## src/rtl/adder_pkg.sv

```systemverilog
// Shared types, defaults and configuration check for the pipelined carry-lookahead adder.
package adder_pkg;

   localparam int ADDER_WIDTH     = 32;
   localparam int ADDER_STAGES    = 2;
   localparam int ADDER_GROUP     = 4;
   localparam int ADDER_MAX_WIDTH = 64;

   // Payload carried by each pipeline slice. Operand fields are sized for the widest
   // supported adder; bits above WIDTH stay zero.
   typedef struct packed {
      logic [ADDER_MAX_WIDTH-1:0] a;
      logic [ADDER_MAX_WIDTH-1:0] bx;
      logic [ADDER_MAX_WIDTH-1:0] sum;
      logic                       carry;
      logic                       cmsb;
      logic                       sub;
      logic                       sat;
   } stage_t;

   typedef struct packed {
      logic cout;
      logic ovf;
      logic zero;
   } flags_t;

   function automatic bit adder_cfg_ok(input int width, input int stages, input int group);
      return (stages >= 1) && (stages <= 8) && (group >= 1) && (width >= 1) &&
             (width <= ADDER_MAX_WIDTH) && ((width % (stages * group)) == 0);
   endfunction

endpackage

```

## src/rtl/pipelined_cla_adder_cla_group.sv

```systemverilog
// GROUP-bit lookahead unit: per-bit carries from a group carry-in, plus group propagate/generate.
module cla_group
   import adder_pkg::*;
#(
   parameter int GROUP = ADDER_GROUP
) (
   input  logic [GROUP-1:0] p,
   input  logic [GROUP-1:0] g,
   input  logic             cin,
   output logic [GROUP-1:0] c,
   output logic             pg,
   output logic             gg
);

   // Carry into each bit of the group; c[0] is the group carry-in itself.
   always_comb begin
      c = '0;
      c[0] = cin;
      for (int i = 1; i < GROUP; i++) begin
         c[i] = g[i-1] | (p[i-1] & c[i-1]);
      end
   end

   // Group terms depend only on p/g so the slice-level lookahead can form group carries without a loop.
   always_comb begin
      pg = &p;
      gg = g[0];
      for (int i = 1; i < GROUP; i++) begin
         gg = g[i] | (p[i] & gg);
      end
   end

endmodule

```

## src/rtl/pipelined_cla_adder.sv

```systemverilog
// Pipelined CLA adder/subtractor with valid/ready handshake and one slice per pipeline stage.
// Define ADDER_SAT_EN to add the sat port and signed saturation of the result.
module pipelined_cla_adder
   import adder_pkg::*;
#(
   parameter int WIDTH  = ADDER_WIDTH,
   parameter int STAGES = ADDER_STAGES,
   parameter int GROUP  = ADDER_GROUP
) (
   input  logic             clk,
   input  logic             rst_n,
   input  logic             in_valid,
   output logic             in_ready,
   input  logic [WIDTH-1:0] a,
   input  logic [WIDTH-1:0] b,
   input  logic             cin,
   input  logic             sub,
`ifdef ADDER_SAT_EN
   input  logic             sat,
`endif
   output logic             out_valid,
   input  logic             out_ready,
   output logic [WIDTH-1:0] s,
   output logic             cout,
   output logic             ovf,
   output logic             zero
);

   localparam int SW = WIDTH / STAGES;
   localparam int NG = SW / GROUP;

   if (!adder_cfg_ok(WIDTH, STAGES, GROUP)) begin : g_cfg_err
      $error("pipelined_cla_adder: WIDTH must be a multiple of STAGES*GROUP and at most ADDER_MAX_WIDTH");
   end

   stage_t [STAGES-1:0] q;
   stage_t [STAGES-1:0] nxt;
   stage_t              head;
   logic   [STAGES-1:0] v;
   logic   [STAGES-1:0] vin;
   logic   [STAGES:0]   rdy;
   logic                unused_q;

   // Subtraction is folded into the operands: a - b - cin == a + ~b + ~cin.
   always_comb begin
      head = '0;
      head.a = ADDER_MAX_WIDTH'(a);
      head.bx = ADDER_MAX_WIDTH'(sub ? ~b : b);
      head.carry = sub ? ~cin : cin;
      head.sub = sub;
`ifdef ADDER_SAT_EN
      head.sat = sat;
`endif
   end

   assign rdy[STAGES] = out_ready;
   assign in_ready = rdy[0];

   for (genvar k = 0; k < STAGES; k++) begin : g_slice
      stage_t          src;
      stage_t          nx;
      logic [SW-1:0]   p;
      logic [SW-1:0]   g;
      logic [SW-1:0]   c;
      logic [NG-1:0]   gp;
      logic [NG-1:0]   gg;
      logic [NG:0]     gc;

      if (k == 0) begin : g_first
         assign src = head;
         assign vin[k] = in_valid;
      end else begin : g_next
         assign src = q[k-1];
         assign vin[k] = v[k-1];
      end

      assign rdy[k] = !v[k] || rdy[k+1];
      assign p = src.a[k*SW +: SW] ^ src.bx[k*SW +: SW];
      assign g = src.a[k*SW +: SW] & src.bx[k*SW +: SW];

      for (genvar j = 0; j < NG; j++) begin : g_group
         cla_group #(.GROUP(GROUP)) u_group (
            .p   (p[j*GROUP +: GROUP]),
            .g   (g[j*GROUP +: GROUP]),
            .cin (gc[j]),
            .c   (c[j*GROUP +: GROUP]),
            .pg  (gp[j]),
            .gg  (gg[j])
         );
      end

      // Second lookahead level: group carries from group propagate/generate.
      always_comb begin
         gc = '0;
         gc[0] = src.carry;
         for (int j = 0; j < NG; j++) begin
            gc[j+1] = gg[j] | (gp[j] & gc[j]);
         end
      end

      always_comb begin
         nx = src;
         nx.sum[k*SW +: SW] = p ^ c;
         nx.carry = gc[NG];
         nx.cmsb = c[SW-1];
      end

      assign nxt[k] = nx;
   end

   // A stage loads whenever it is empty or its contents move on; data only changes on a real beat.
   always_ff @(posedge clk or negedge rst_n) begin
      if (!rst_n) begin
         v <= '0;
         q <= '0;
      end else begin
         for (int k = 0; k < STAGES; k++) begin
            if (rdy[k]) begin
               v[k] <= vin[k];
               if (vin[k]) begin
                  q[k] <= nxt[k];
               end
            end
         end
      end
   end

   stage_t           last;
   flags_t           flg;
   logic [WIDTH-1:0] res;

`ifdef ADDER_SAT_EN
   localparam logic [WIDTH-1:0] SAT_MAX = {1'b0, {(WIDTH-1){1'b1}}};
   localparam logic [WIDTH-1:0] SAT_MIN = {1'b1, {(WIDTH-1){1'b0}}};
`endif

   assign last = q[STAGES-1];

   // Overflow only happens when a and bx share a sign, so a's sign picks the clamp direction.
   always_comb begin
      res = last.sum[WIDTH-1:0];
      flg.cout = last.carry;
      flg.ovf = last.cmsb ^ last.carry;
`ifdef ADDER_SAT_EN
      if (last.sat && flg.ovf) begin
         res = last.a[WIDTH-1] ? SAT_MIN : SAT_MAX;
      end
`endif
      flg.zero = (res == '0);
   end

   assign out_valid = v[STAGES-1];
   assign s = res;
   assign cout = flg.cout;
   assign ovf = flg.ovf;
   assign zero = flg.zero;

   assign unused_q = ^q;

endmodule
```

## config.mk

```make
export PLATFORM = sky130hd
export DESIGN_NAME = pipelined_cla_adder
export DESIGN_NICKNAME = d
export VERILOG_FILES = /design/src/rtl/adder_pkg.sv /design/src/rtl/pipelined_cla_adder_cla_group.sv /design/src/rtl/pipelined_cla_adder.sv
export SDC_FILE = /design/constraint.sdc
export NUM_CORES = 1
export LEC_CHECK = 0
export ABC_AREA = 1
export ABC_CLOCK_PERIOD_IN_PS = 4000
export CAP_MARGIN = 20
export CORE_ASPECT_RATIO = 1.75
export CORE_MARGIN = 2
export CORE_UTILIZATION = 30
export CTS_BUF_LIST = sky130_fd_sc_hd__clkbuf_2
export DETAILED_ROUTE_END_ITERATION = 8
export DONT_BUFFER_PORTS = 1
export PLACE_DENSITY = 0.55
export SLEW_MARGIN = 30
export SYNTH_ARGS = -nofsm -noshare
export SYNTH_HDL_FRONTEND = slang
export SYNTH_SLANG_ARGS = --single-unit
```

## constraint.sdc

```tcl
create_clock -name clk -period 4 [get_ports clk]
set_input_delay 0.8 -clock clk [delete_from_list [all_inputs] [get_ports clk]]
set_output_delay 0.8 -clock clk [all_outputs]
set_load 0.02 [all_outputs]
```

---- Yosys cells after proc, flatten, opt, wreduce, memory -nomap -nowiden ----
Cells that the tools add are included.
cells by class
  multiplexer cells ....................... 2
  bitwise gates (word level) .............. 121
  reductions and logical operators ........ 15
operators with widths
  operator             count
  16-bit bitwise XOR   4
  1-bit bitwise AND    56
  1-bit OR             56
  16-bit bitwise AND   2
  32-bit logical NOT   1
  32-bit two-way mux   1
  32-bit inverter      1
  4-bit AND reduction  8
  2-bit AND reduction  2
  1-bit logical NOT    2
  1-bit logical OR     2
  1-bit two-way mux    1
  1-bit inverter       1
  1-bit bitwise XOR    1
storage, ports and cells
  bits in registers ....................... 117
  input bits .............................. 70
  output and inout port bits .............. 37
  word-level logic and storage cells ...... 147

---- Logic depth before layout (Yosys ltp) ----
Gate-level depths: netlist (run 1).
  depth after elaboration ................. 21
  depth in mapped cells ................... 21
  mapped depth without buffers ............ 19

---- Hierarchy ----
Synthesis (run 1) repeated with hierarchy kept, for this count alone.
unflattened totals
  cells, all modules ...................... 638
  area total of the unflattened synthesis .. 5,167.5 sq um
by module, submodules not included
  module               instances  cells each  area each (sq um)  sequential area each (sq um)
  pipelined_cla_adder  1          486         4,496.8            2,127.0
  cla_group            8          19          83.8               0.0

---- Least setup slack after synthesis (run 1) ----
Ideal clock, no wire load.
  path kind ............................... input port to flip-flop
  from .................................... in sub
  to ...................................... reg q (netlist bit g_slice[1].nx[19])
  setup time .............................. 0.083 ns
  arrival time ............................ 3.712 ns
  path slack .............................. 0.205 ns
  cell stages on the path ................. 21
  cells stage by stage .................... buf_6 buf_2 xnor2_1 inv_1 ha_1 nand2_1 nand2_1 nand2_1 nand2_1 nand2_1 nand2_1 nand2_1 nand2_1 nand2_1 nand2_1 inv_1 fa_1 fa_1 fa_1 xor2_1 o21ai_0
on the way
  word-level cells in the longest chain between the ends .. 20
  elaborated cells on any way between the ends .. 38
  those cells by class .................... 2 x mux; 33 x bitwise; 3 x reduce/logical
ends and longest elaborated chain
  item                                                      RTL line                                              RTL
  start, declared                                           pipelined_cla_adder.sv:17                             input logic sub,
  32-bit two-way mux                                        pipelined_cla_adder.sv:48                             head.bx = ADDER_MAX_WIDTH'(sub ? ~b : b);
  16-bit bitwise XOR or 16-bit bitwise AND (tied branches)  pipelined_cla_adder.sv:78, pipelined_cla_adder.sv:79
  1-bit bitwise AND                                         pipelined_cla_adder_cla_group.sv:29                   gg = g[i] | (p[i] & gg);
  1-bit OR                                                  pipelined_cla_adder_cla_group.sv:29
  1-bit bitwise AND                                         pipelined_cla_adder_cla_group.sv:29
  1-bit OR                                                  pipelined_cla_adder_cla_group.sv:29
  1-bit bitwise AND                                         pipelined_cla_adder_cla_group.sv:29
  1-bit OR                                                  pipelined_cla_adder_cla_group.sv:29
  (+4 left out)                                             --
  1-bit OR                                                  pipelined_cla_adder.sv:97                             gc[j+1] = gg[j] | (gp[j] & gc[j]);
  1-bit bitwise AND                                         pipelined_cla_adder_cla_group.sv:20                   c[i] = g[i-1] | (p[i-1] & c[i-1]);
  1-bit OR                                                  pipelined_cla_adder_cla_group.sv:20
  1-bit bitwise AND                                         pipelined_cla_adder_cla_group.sv:20
  1-bit OR                                                  pipelined_cla_adder_cla_group.sv:20
  1-bit bitwise AND                                         pipelined_cla_adder_cla_group.sv:20
  1-bit OR                                                  pipelined_cla_adder_cla_group.sv:20
  16-bit bitwise XOR (*)                                    pipelined_cla_adder.sv:103                            nx.sum[k*SW +: SW] = p ^ c;
  end signal, assigned by index                             pipelined_cla_adder.sv:121                            q[k] <= nxt[k];
  end, declared                                             pipelined_cla_adder.sv:36                             stage_t [STAGES-1:0] q;
Mark *: on every way between the ends. The rest lies on a longest branch, timed or not.
A chain may end at the register's enable or synchronous reset.

---- Worst setup path after layout (run 1) ----
Same ends and word-level chain as after synthesis.

==> impl_results.md, run 1 <==
* Horiz. Die Dim at a little over 100 um
* Number of antenna-violating nets in the routed design at 0
* Setup slack at placement at 192 ps
* Worst-case register-to-register setup slack at 1070 ps
* Power per unit of standard cell area at 531 nW/um^2
* Sequential share of power at 54.8%
* Most area-consuming cells after synthesis: dfrtp_1, nand2_1, fa_1, ha_1, xnor2_1
* Largest family of logic cells by synthesized area: simple AND/OR/NAND/NOR gates
* Worst reg2reg endpoint: s[30]
* TritonCTS clock tree: done
* Most used routing layer: met2
* First-pass detailed-route iteration total at 4
* Mean post-synth cell area at 8.92 um^2
* Synthesized-area fraction occupied by xor and xnor cells at 6.99%
* GRT Resource Usage Total at 13.9%
* Setup Fix Bufs, Post-CTS at 0
* Maximum frequency from static timing analysis at 313 MHz
* Final setup violation count at 0
* Wirelength per Cell at 15.2 um
* Aggregate negative setup slack at 0 ps
* Number of failing hold endpoints at the final stage at 0
* Fraction of power consumed by the clock network at 18.4%
* Clock insertion delay at the later pin of the skew report at approximately 550 ps
* CP Capture Type: register
* Net switching power of the design at 1.17 mW
* Ys async rst share at 100%
* Post-detailed-route DRC marker count at 0
* Iteration-0 DRC Markers at ~90
* Main flop type after synthesis: dfrtp_1
* Minimum clock period after layout at between 3000 and 4000 ps
* Switching part of the total power at 41.8%
* Ratio of cells with drive above 1 in the final layout at 5.87%
* Relative slew slack at 55.9%
* Vias at 3432
* Outcome: completed
* Seq/Total Area, Yosys at 41.4%
* Complex-gate fraction of the synthesized area at 5.84%
* Global-route met3 utilization at 3.52%
* Via count normalized by instance count at between 4 and 5
* Cell type with the largest total area after synthesis: dfrtp_1
* Clock H-tree levels at 3
* M2 GR Usage at 26.7%
* Number of enable flip-flop cells after synthesis at 0
* Type of the worst setup path: input port to register
* Comb power frac at 26.8%
* Multiplexer fraction of the synthesized cell area at 0%
* Antenna violations before repair at 1
* Synth Instances at around 580
* Clock skew after layout at 29.5 ps
* Adder-cell share of the synthesized area at approximately 17%
* Die height at 177 um
* Worst hold slack at 111 ps
* Core region area at between 15000 and 20000 um^2
* Worst min-delay path class: input port to asynchronous set/reset pin
* Simple-Gate Fraction of Synth Area at between 15 and 20%
* Transition time at the pin with the least slew margin at 660 ps
* Fillcell total at 1823
* Setup repair after global routing missed its margin: no
* Global Route met1 Usage at 14.2%
* Core occupancy in the finished layout at between 30% and 40%
* Minimum setup slack in the final design at 810 ps
* Die area at about 18000 um^2
* Maxcap violations at 0
* Net count reported at finish at 666
* Nature of the critical path startpoint: input port
* PostCTS Resize Cnt at 0
* Total wire length after detailed routing at 11.8 mm
* Overall power of the completed layout at 2.80 mW
* Tcrit/Tclk final at 79.8%
* Worst reg-to-reg path cell count at 14
* #FFs+latches synth at between 80 and 90
* Starting density of the core at 30.5%
* Hold Buf Count CTS at 1
* Synth warnings at 0
* Pin count of the biggest net entering global routing at between 80 and 90
* Peak supply drop at 140 uV
* Commonest non-fill, non-tap cells in the layout: nand2_1, dfrtp_1, inv_1, o21ai_0, ha_1
* Post-synthesis instance area at 5140 um^2
* Crit-path max FO at 34
* Final HPWL from detailed placement at 9.05 mm
* CTS Buf Count at 9
* Leading cell type in the layout, fill and taps excluded: nand2_1
* Number of primary I/O pins at 107
* Number of sinks on the clock net at 85
* Post-synthesis net count at about 700
* Final weighted congestion in routability-driven placement at 0.815
* Final Slew Violations at 0
* Yosys top cell area share at about two fifths
* Port Buf Inserts at 0
* Maximum buffer depth of the clock tree at 2
* Global-route wire length before repair at 19.0 mm
* Vias in the first global route at around 3700
* Final global-route overflow total at 0
* Cell at the root of the clock tree: clkbuf_2
* Area added between synthesis and finish at 2.58%
* Data required time of the critical path at roughly 4500 ps
* R2r startpoint: g_slice[1].nx[87]
* Signal arrival time at the worst endpoint at 3680 ps
* Static leakage at 2.59 nW
* Number of core rows at 63
* Synth unique cells at 26
* Total internal power at 1.63 mW
* Post-CTS clock slew at the launch and capture registers of the worst setup and hold paths at 250 ps
## stage by stage
step,std cells,cell area [um^2]
finish,773,5270
global route,773,5270
CTS,772,5270
detailed placement,755,5100
global placement,755,5100
floorplan,576,5140
## cell families after synthesis
kind of cell    Yosys count
compound gates           57
xor+xnor                 41
fa+ha+maj                56
buf+inv                  99
flops                    85
simple gates            238
## power by group through the flow
stage / Clock [mW] / Sequential [mW] / Combinational, mW
floorplan: 0 / 1.29 / 0.988
global placement: 0 / 1.56 / 0.722
detailed placement: 0 / 1.56 / 0.754
CTS: 0.549 / 1.55 / 0.779
global route: 0.583 / 1.58 / 0.899
finish: 0.514 / 1.54 / 0.750
## cell usage after synthesis (2+ instances only)
library cell / instances
a21oi_1: 11
buf_4: 35
nor4_1: 8
fa_1: 24
nor2_1: 12
nand2_2: 6
o21ai_0: 41
clkbuf_1: 6
buf_2: 9
nand4_1: 2
nand3_1: 2
ha_1: 32
inv_2: 4
nand2_1: 206
inv_1: 44
xnor2_1: 31
dfrtp_1: 85
xor2_1: 10
## critical path, stage by stage
cell     delay (ps)
xnor2_1         240
inv_1            80
ha_1            300
nand2_1          60
nand2_1          50
nand2_1          40
nand2_1          50
nand2_1          50
nand2_1         100
nand2_1          60
nand2_1          90
nand2_1          60
nand2_1          80
inv_1            60
fa_1            420
fa_1            440
fa_1            420
xor2_1          150
o21ai_0         140
## registers in the layout, summed over array words and instances (netlist names)
signal	cells
cout	1
g_slice.gc	1
last	1
s	32
g_slice.nx	48
v	2
## layer usage
metal | part of all wire (%) | wire length (um)
met5 | 0 | 0
met4 | 1.5 | 177
met3 | 4.9 | 579
met2 | 57 | 6740
met1 | 36 | 4260
## layout make-up
cell class	count	area, um^2	area share (%)
tap	227	284	5.39
inverter	48	180	3.42
sequential	85	2130	40.3
clock buffer	10	50.0	0.949
clock inverter	6	87.6	1.66
antenna	1	2.50	0.0475
timing repair buffer	4	50.0	0.949
multi-input combinational	392	2490	47.2
## worst max-delay path by stage
| stage | endpoint | depth (start not counted) | slack (ps) | startpoint |
|---|---|---|---|---|
| floorplan | g_slice[1].nx[19] | 21 | 210 | sub |
| global placement | g_slice[1].nx[19] | 19 | 310 | sub |
| detailed placement | g_slice[1].nx[19] | 19 | 190 | sub |
| CTS | zero | 3 | 530 | s[17] |
| global route | zero | 3 | 490 | s[17] |
| finish | g_slice[1].nx[19] | 19 | 810 | sub |
(Power assumes the default switching activity.)
==> run 2: changes to the inputs <==
--- a/config.mk
+++ b/config.mk
@@ -6,7 +6,7 @@
 export NUM_CORES = 1
 export LEC_CHECK = 0
 export ABC_AREA = 1
-export ABC_CLOCK_PERIOD_IN_PS = 4000
+export ABC_CLOCK_PERIOD_IN_PS = 2750
 export CAP_MARGIN = 20
 export CORE_ASPECT_RATIO = 1.75
 export CORE_MARGIN = 2
@@ -14,7 +14,7 @@
 export CTS_BUF_LIST = sky130_fd_sc_hd__clkbuf_2
 export DETAILED_ROUTE_END_ITERATION = 8
 export DONT_BUFFER_PORTS = 1
-export PLACE_DENSITY = 0.55
+export PLACE_DENSITY = 0.56
 export SLEW_MARGIN = 30
 export SYNTH_ARGS = -nofsm -noshare
 export SYNTH_HDL_FRONTEND = slang
==> constraint.sdc (replaced) <==
create_clock -name clk -period 2.75 [get_ports clk]
set_input_delay 0.55 -clock clk [delete_from_list [all_inputs] [get_ports clk]]
set_output_delay 0.55 -clock clk [all_outputs]
set_load 0.02 [all_outputs]
==> run 2 against run 1 <==
Effect of this change:
- sequential share of layout area fell by 2.9 points
- global-route usage fell by 0.15 points
- via count increased by 5.7%
- power up 46%
- core utilization up 2.4 points
- die area stayed put
- register-to-register slack worse by 990 ps
- combinational power is 73% higher
- routed wire length up 1.0%
- first-iteration DRC count rose by 36%
- final cell count up 5.0%
- flip-flop and latch count did not move
- highest routed layer unchanged
==> impl_results.md, run 2 (synthesized netlist as in run 1, its figures left out) <==
* CTS Buf Count at 9
* Met3 routed WL at 589 um
* Die area at ~18000 um^2
* Horiz. Die Dim at a little over 100 um
* Static leakage at 2.77 nW
* Pin count of the biggest net entering global routing at 86
* Clock H-tree levels at 3
* Tcrit/Tclk final at 97.0%
* Type of the worst setup path: register to register
* Relative slew slack at 64.1%
* Final Slew Violations at 0
* Critical-path cell with the highest stage delay: dfrtp_1
* Maximum frequency from static timing analysis at 375 MHz
* Final setup violation count at 0
* List of cells traversed by the critical path: ha_1 > nand2_2 > nor2_1 > nand2_1 > nand4_2 > nand2_1 > nand2_2 > nand2_2 > nand2_2 > fa_2 > fa_2 > inv_2 > fa_1 > o21ai_1
* Commonest non-fill, non-tap cells in the layout: nand2_1, dfrtp_1, inv_1, o21ai_0, buf_4
* Minimum clock period after layout at 2670 ps
* GRT Resource Usage Total at between 10 and 15%
* Worst hold slack at 88.8 ps
* Setup repair after global routing missed its margin: yes
* Number of core rows at 63
* Flip-flop count of the largest register after layout at 48
* Final HPWL from detailed placement at 9.12 mm
* Vias in the first global route at between 3000 and 4000
* Post-detailed-route DRC marker count at 0
* Ratio of cells with drive above 1 in the final layout at between 10% and 20%
* Power per unit of standard cell area at 720 nW/um^2
* Global-route wire length before repair at 18.8 mm
* Core occupancy in the finished layout at 33.7%
* Core region area at around 17000 um^2
* Total wire length after detailed routing at 11.9 mm
* Data required time of the critical path at 3280 ps
* Register cell area after layout at 2130 um^2
* Number of antenna-violating nets in the routed design at 0
* Number of primary I/O pins at 107
* Worst reg-to-reg path cell count at 14
* Leading cell type in the layout, fill and taps excluded: nand2_1
* Highest metal layer with signal wires: met4
* Critical Path Most Common Cell: nand2_2
* Clock insertion delay at the later pin of the skew report at 590 ps
* Antenna violations before repair at 1
* First-pass detailed-route iteration total at 4
* Multi-input combinational cell area at approximately 2600 um^2
* Depth of the worst hold-timing path at 2
* Signal arrival time at the worst endpoint at between 3000 and 4000 ps
* Largest stage delay on the critical path at 420 ps
* WL met1 at 4.56 mm
* TritonCTS clock tree: done
* Minimum setup slack in the final design at about 83 ps
* Net count reported at finish at 706
* Met2 WL at 6.28 mm
* CP Capture Type: register
* Post-layout instance area at 5680 um^2
* Worst min-delay path class: input port to register
* Number of failing hold endpoints at the final stage at 0
* Starting density of the core at 30.5%
* Cell family contributing the most delay on the critical path: adder cells
* Overall power of the completed layout at 4.09 mW
* Wirelength per Cell at 14.6 um
* Nature of the critical path startpoint: register
* Cell at the root of the clock tree: clkbuf_2
* Bufs and invs on worst path at 1
* Final weighted congestion in routability-driven placement at 0.838
* Number of sinks on the clock net at 85
* Vias at 3627
* Crit-path max FO at 2
* Area added between synthesis and finish at 10.5%
* Transition time at the pin with the least slew margin at 537 ps
* Maxcap violations at 0
* Die height at 177 um
* Post-CTS clock slew at the launch and capture registers of the worst setup and hold paths at 220 ps
* Outcome: completed
* Setup slack at placement at -498 ps
* Clock skew after layout at 37.7 ps
* Iteration-0 DRC Markers at 125
* Number of cells on the critical path at 14
* Maximum buffer depth of the clock tree at 2
* Area after DPL at approximately 5400 um^2
* Port Buf Inserts at 0
* Fillcell total at 1803
* Via count normalized by instance count at 4.47
* Final global-route overflow total at 0
* Peak supply drop at 232 uV
-- run 2: cell count changes in the layout (fill, tap and decap cells not counted), sizes merged --
cell	previous run	this run
clkinv	2	4
clkbuf	10	9
buf	4	36
dlygate4sd3	0	8
bufinv	2	0
-- run 2: power breakdown --
group          total [mW]  internal [mW]  switching, mW
clock network       0.539          0.103          0.437
registers            2.25           1.61          0.638
logic                1.30          0.601          0.699
total                4.09           2.31           1.77
-- run 2: repair_timing --
action,CTS,global route
pin swaps,5,6
hold endpoints to repair,92,0
hold buffers,9,0
setup buffers,0,1
setup endpoints to repair,5,8
resized for setup,9,12
-- run 2: worst reg2reg max path: cells and delay by family (launching register included) --
family / cells / cell delay, ps
AOI/OAI and AO/OA: 1 / 120
adders and majority gates: 4 / 1410
buffers and inverters: 1 / 70
DFF: 1 / 420
and+or+nand+nor: 8 / 630
-- run 2: area by class of cell --
class / count / share of cell area (%)
Tap cell: 227 / 5.00
Sequential cell: 85 / 37.4
Clock inverter: 6 / 0.551
Multi-Input combinational cell: 392 / 46.5
Inverter: 48 / 3.17
Antenna cell: 1 / 0.0441
Timing Repair Buffer: 44 / 6.52
Clock buffer: 9 / 0.793
-- run 2: path summary, 6_finish.rpt --
| path | from | end | slack, ps |
|---|---|---|---|
| min in group asynchronous | rst_n | g_slice[1].nx[155] | 460 |
| min reg2reg | g_slice[1].nx[7] | s[3] | 500 |
| max in group asynchronous | rst_n | g_slice[1].nx[156] | 1870 |
| max reg2reg | g_slice[1].nx[86] | s[30] | 80 |
| max | g_slice[1].nx[86] | s[30] | 80 |
| min | a[19] | g_slice[1].nx[151] | 90 |
-- run 2: per-layer routing --
metal  vias to the layer above  GRT usage, %
li1                       1780             -
met2                        96          24.3
met4                         0          7.35
met3                        25          3.16
met5                         -             0
met1                      1726          14.9
-- run 2: metrics by stage --
step | setup TNS, ps | std cells
2_1_floorplan | -2520 | 576
3_3_place_gp | -2050 | 786
3_5_place_dp | -2690 | 786
4_1_cts | -22.7 | 810
5_1_grt | -76.9 | 812
6_report | 0 | 812
==> run 3: changes to the inputs <==
--- a/config.mk
+++ b/config.mk
@@ -15,7 +15,6 @@
 export DETAILED_ROUTE_END_ITERATION = 8
 export DONT_BUFFER_PORTS = 1
 export PLACE_DENSITY = 0.56
-export SLEW_MARGIN = 30
 export SYNTH_ARGS = -nofsm -noshare
 export SYNTH_HDL_FRONTEND = slang
 export SYNTH_SLANG_ARGS = --single-unit
==> results of run 3 <==
Same layout as run 2: the final DEF is identical, and so are final timing and power.
==> patch 1 (settings of run 2) <==
Reset style: synchronous (`rst_n`), changed in one clocked block.
--- a/src/rtl/pipelined_cla_adder.sv
+++ b/src/rtl/pipelined_cla_adder.sv
@@ -110,5 +110,5 @@
 
    // A stage loads whenever it is empty or its contents move on; data only changes on a real beat.
-   always_ff @(posedge clk or negedge rst_n) begin
+   always_ff @(posedge clk) begin
       if (!rst_n) begin
          v <= '0;
Check against the original RTL: differs if rst_n is asserted again (counterexample within 4 cycles, from zero or initial values and one cycle with rst_n low); with rst_n held inactive, the same outputs for 4 cycles.
==> patch 1 against run 2 <==
Sequential cell count unchanged; routed wire length rose by 0.68%; power is 32% lower; synthesized cell count is 1.0% higher; area after synthesis is 5.5% lower; sequential power down 34%; cell area decreased by 6.3%; first-iteration DRC count increased by 10%; count of clock-buffer cells in the layout did not move; setup slack worse by 0.021 ns; critical endpoint is now s[27]$_SDFFE_PN0P_; largest cell class unchanged; largest power group unchanged.
==> patch 1: results (changes against run 2) <==
metric	value	unit	change
outcome	finished clean		unchanged
ranking of synthesized cells by area	dfxtp_1, fa_1, ha_1		was dfrtp_1, nand2_1, fa_1
CP max stage delay	0.40	ns	was 0.42 ns
slew margin rel.	0.5401		was 0.6413
pin count of the biggest net entering global routing	76		was 86
Slowest cell on crit path	dfxtp_2		was dfrtp_1
most frequent cells after synthesis	dfxtp_1, nor2_1, o21ai_0, a21oi_1, inv_1		was nand2_1, dfrtp_1, inv_1, o21ai_0, buf_4
Crit Path Class	flop to flop		unchanged
sequential cell area fraction in the yosys report	0.3502		was 0.4138
Post-synth top flop	dfxtp_1		was dfrtp_1
internal power	1806	µW	was 2314 µW
layout cells sized above 1	0.1863		was 0.1592
Lkg Pwr	0.002252	µW	was 0.002767 µW
skew final	0.04596	ns	was 0.03775 ns
Net Count, Synth	708		was 702
clock-pin slew on the worst setup and hold paths	0.28	ns	was 0.22 ns
vias in the first global route	3748		was 3882
Initial DRC Count	138		was 125
first-pass GRT wire length	18900	µm	was 18770 µm
Arr. time, crit path	3.21	ns	was 3.20 ns
Netlist cell types	27		was 26
VDD IR max	0.0001576	V	was 0.0002319 V
DP Wirelength	9247	µm	was 9119 µm
via count	3638		was 3627
GRT Util Overall	0.1420		was 0.1377
gpl congestion	0.8508		was 0.8380
nets	690		was 706
routed wire length	11950	µm	was 11870 µm
asr flop ratio synth	0		was 1.000
-- patch 1: cell families after synthesis --
logic type               after synthesis  share of synthesized area
XOR/XNOR                              41                    0.07391
adder cells (fa/ha/maj)               56                     0.1813
AO/OA/AOI/OAI                        144                     0.1543
flip-flops                            85                     0.3502
buffers and inverters                113                     0.1187
AND/OR/NAND/NOR                      143                     0.1216
-- patch 1: area by class of cell --
class | instances | area [µm²]
Fill cell | 1703 | 10550
Sequential cell | 85 | 1708
Clock buffer | 9 | 45.04
Multi-Input combinational cell | 384 | 2823
Clock inverter | 7 | 56.30
Inverter | 53 | 198.9
Antenna cell | 1 | 2.502
Timing Repair Buffer | 31 | 255.2
Tap cell | 189 | 236.5
-- patch 1: worst max-delay path: cells and delay by family (launching register included) --
kind                     cells  cell delay, ns
buffers and inverters        1            0.03
AO/OA/AOI/OAI                2            0.37
XOR/XNOR                     1            0.17
AND/OR/NAND/NOR              4            0.31
adder cells (fa/ha/maj)      4            1.31
flip-flops                   1            0.40
-- patch 1: worst paths after layout --
| check | from | endpoint | slack, ns | depth (start not counted) |
|---|---|---|---|---|
| hold reg to reg | g_slice[1].nx[7]$_SDFFE_PN0P_ | s[3]$_SDFFE_PN0P_ | 0.49 | 2 |
| setup reg to reg | g_slice[1].nx[85]$_SDFFE_PN0P_ | s[27]$_SDFFE_PN0P_ | 0.06 | 12 |
| hold / removal | rst_n | g_slice[1].nx[95]$_SDFFE_PN0P_ | 0.06 | 2 |
| setup / recovery | g_slice[1].nx[85]$_SDFFE_PN0P_ | s[27]$_SDFFE_PN0P_ | 0.06 | 12 |
-- patch 1: power groups by stage --
stage,clock network [µW],registers [µW],logic [µW]
6_report,601,1480,688
3_5_place_dp,0,1500,641
5_1_grt,675,1500,787
2_1_floorplan,0,1420,578
3_3_place_gp,0,1490,613
4_1_cts,635,1480,663
-- patch 1: what timing repair did --
item,4_1_cts,5_1_grt
resized for setup,22,26
buffers inserted,0,2
endpoints found under the setup margin,7,7
hold endpoints to repair,6,2
hold buffers,2,2
pin swaps,8,19
-- patch 1: stage by stage --
| step | utilization | area [µm²] | total power (µW) | std cells |
|---|---|---|---|---|
| 6_report | 0.3354 | 5325 | 2768 | 759 |
| 5_1_grt | 0.3354 | 5325 | 2961 | 759 |
| 4_1_cts | 0.3279 | 5206 | 2779 | 754 |
| 3_5_place_dp | 0.3142 | 4989 | 2140 | 736 |
| 3_3_place_gp | 0.3142 | 4989 | 2108 | 736 |
| 2_1_floorplan | - | 4964 | 2002 | 582 |
-- patch 1: layer usage --
metal | GRT usage | routed length, µm | part of all wire
met1 | 0.1537 | 4493 | 0.38
met2 | 0.2539 | 6168 | 0.52
met3 | 0.04002 | 996 | 0.083
met4 | 0.06373 | 295 | 0.025
met5 | 0 | 0 | 0
==> patch 2 (settings of run 2) <==
Without the edit above. The option `ADDER_SAT_EN` is turned on by a define.
--- a/src/rtl/pipelined_cla_adder.sv
+++ b/src/rtl/pipelined_cla_adder.sv
@@ -1,4 +1,6 @@
 // Pipelined CLA adder/subtractor with valid/ready handshake and one slice per pipeline stage.
 // Define ADDER_SAT_EN to add the sat port and signed saturation of the result.
+`define ADDER_SAT_EN
+
 module pipelined_cla_adder
    import adder_pkg::*;
Ports: changed (added sat); port bits go from 107 to 108. The function was not compared with the original's and may differ.
==> patch 2 against run 2 <==
The flow now finishes with violations (negative setup slack); sequential cell count increased by 3; routed wire length increased by 9.4%; hold slack got worse by 0.038 ns; cell area increased by 12%; area after synthesis increased by 3.8%; cell count increased by 10%; setup slack got worse by 0.11 ns; via count increased by 11%; global-route usage increased by 0.37 points; critical path type unchanged.
Power is not compared: it rests on default switching activity, and its combinational part moved more than twofold at a synthesized area within 25%.
==> patch 2: results (changes against run 2) <==
metric	value	unit	change
wire length on met3	586	µm	was 589 µm
GRT Util Overall	0.1415		was 0.1377
outcome	finished, violations left		was finished clean
clk cell area share	0.01551		was 0.01344
Gate Count Post-Synth	603		was 576
Seq area share	0.3456		was 0.3744
flop and latch count out of synthesis	88		was 85
most frequent cells after synthesis	nand2_1, dfrtp_1, o21ai_0, inv_1, ha_1		was nand2_1, dfrtp_1, inv_1, o21ai_0, buf_4
Final non-clock buffer share	0.08895		was 0.06520
Post-Synth XOR/XNOR Area	0.06564		was 0.06986
Arr. time, crit path	3.28	ns	was 3.20 ns
vias per cell	4.498		was 4.467
met3 Use GR	0.03219		was 0.03160
fillers	1875		was 1803
placed cells	856		was 786
pin count of the biggest net entering global routing	89		was 86
sequential cell area fraction in the yosys report	0.4126		was 0.4138
first-pass GRT wire length	21270	µm	was 18770 µm
gpl congestion	0.8627		was 0.8380
multi-input logic portion of the cell area	0.4565		was 0.4648
wire length on met1	5402	µm	was 4559 µm
Final setup viols	9		was 0
layout cells sized above 1	0.2054		was 0.1592
post-synthesis compound-gate area fraction	0.1263		was 0.05842
hold-fix buffers at CTS	6		was 9
Multi-In Gates	416		was 392
skew final	0.03945	ns	was 0.03775 ns
clock-pin slew on the worst setup and hold paths	0.28	ns	was 0.22 ns
failing checks	negative setup slack		
Max FO, Critical Path	3		was 2
Non-clk invs	74		was 48
CP max stage delay	0.44	ns	was 0.42 ns
area post-placement	0.005932	mm²	was 0.005401 mm²
ranking of synthesized cells by area	dfrtp_1, nand2_1, fa_1		unchanged
TNS Setup	-0.08890	ns	was 0 ns
vias in the first global route	4246		was 3882
nets	784		was 706
final setup margin	-0.02527	ns	was 0.08326 ns
slew margin rel.	0.5143		was 0.6413
Net Count, Synth	730		was 702
met1 usage	0.1712		was 0.1487
Die W	104.8	µm	was 102.9 µm
Fin Hold WS	0.05100	ns	was 0.08882 ns
met2 Track Usage GR	0.2418		was 0.2430
routed wire length	12990	µm	was 11870 µm
## patch 2: worst paths after layout
| check | startpoint | to | depth (start not counted) |
|---|---|---|---|
| hold / removal | a[25] | g_slice[1].nx[157]$_DFFE_PN0P_ | 2 |
| hold reg to reg | last[23]$_DFFE_PN0P_ | last[23]$_DFFE_PN0P_ | 2 |
| setup / recovery | g_slice[1].nx[151]$_DFFE_PN0P_ | last[34]$_DFFE_PN0P_ | 14 |
| max in group asynchronous | rst_n | last[19]$_DFFE_PN0P_ | 2 |
| setup reg to reg | g_slice[1].nx[151]$_DFFE_PN0P_ | last[34]$_DFFE_PN0P_ | 14 |
| min in group asynchronous | rst_n | v[1]$_DFFE_PN0P_ | 2 |
## patch 2: cells by family after synthesis
family | count (synthesis)
AOI/OAI and AO/OA | 120
xor gates and xnor gates | 40
adders and majority gates | 56
and+or+nand+nor | 198
DFF | 88
buffers and inverters | 101
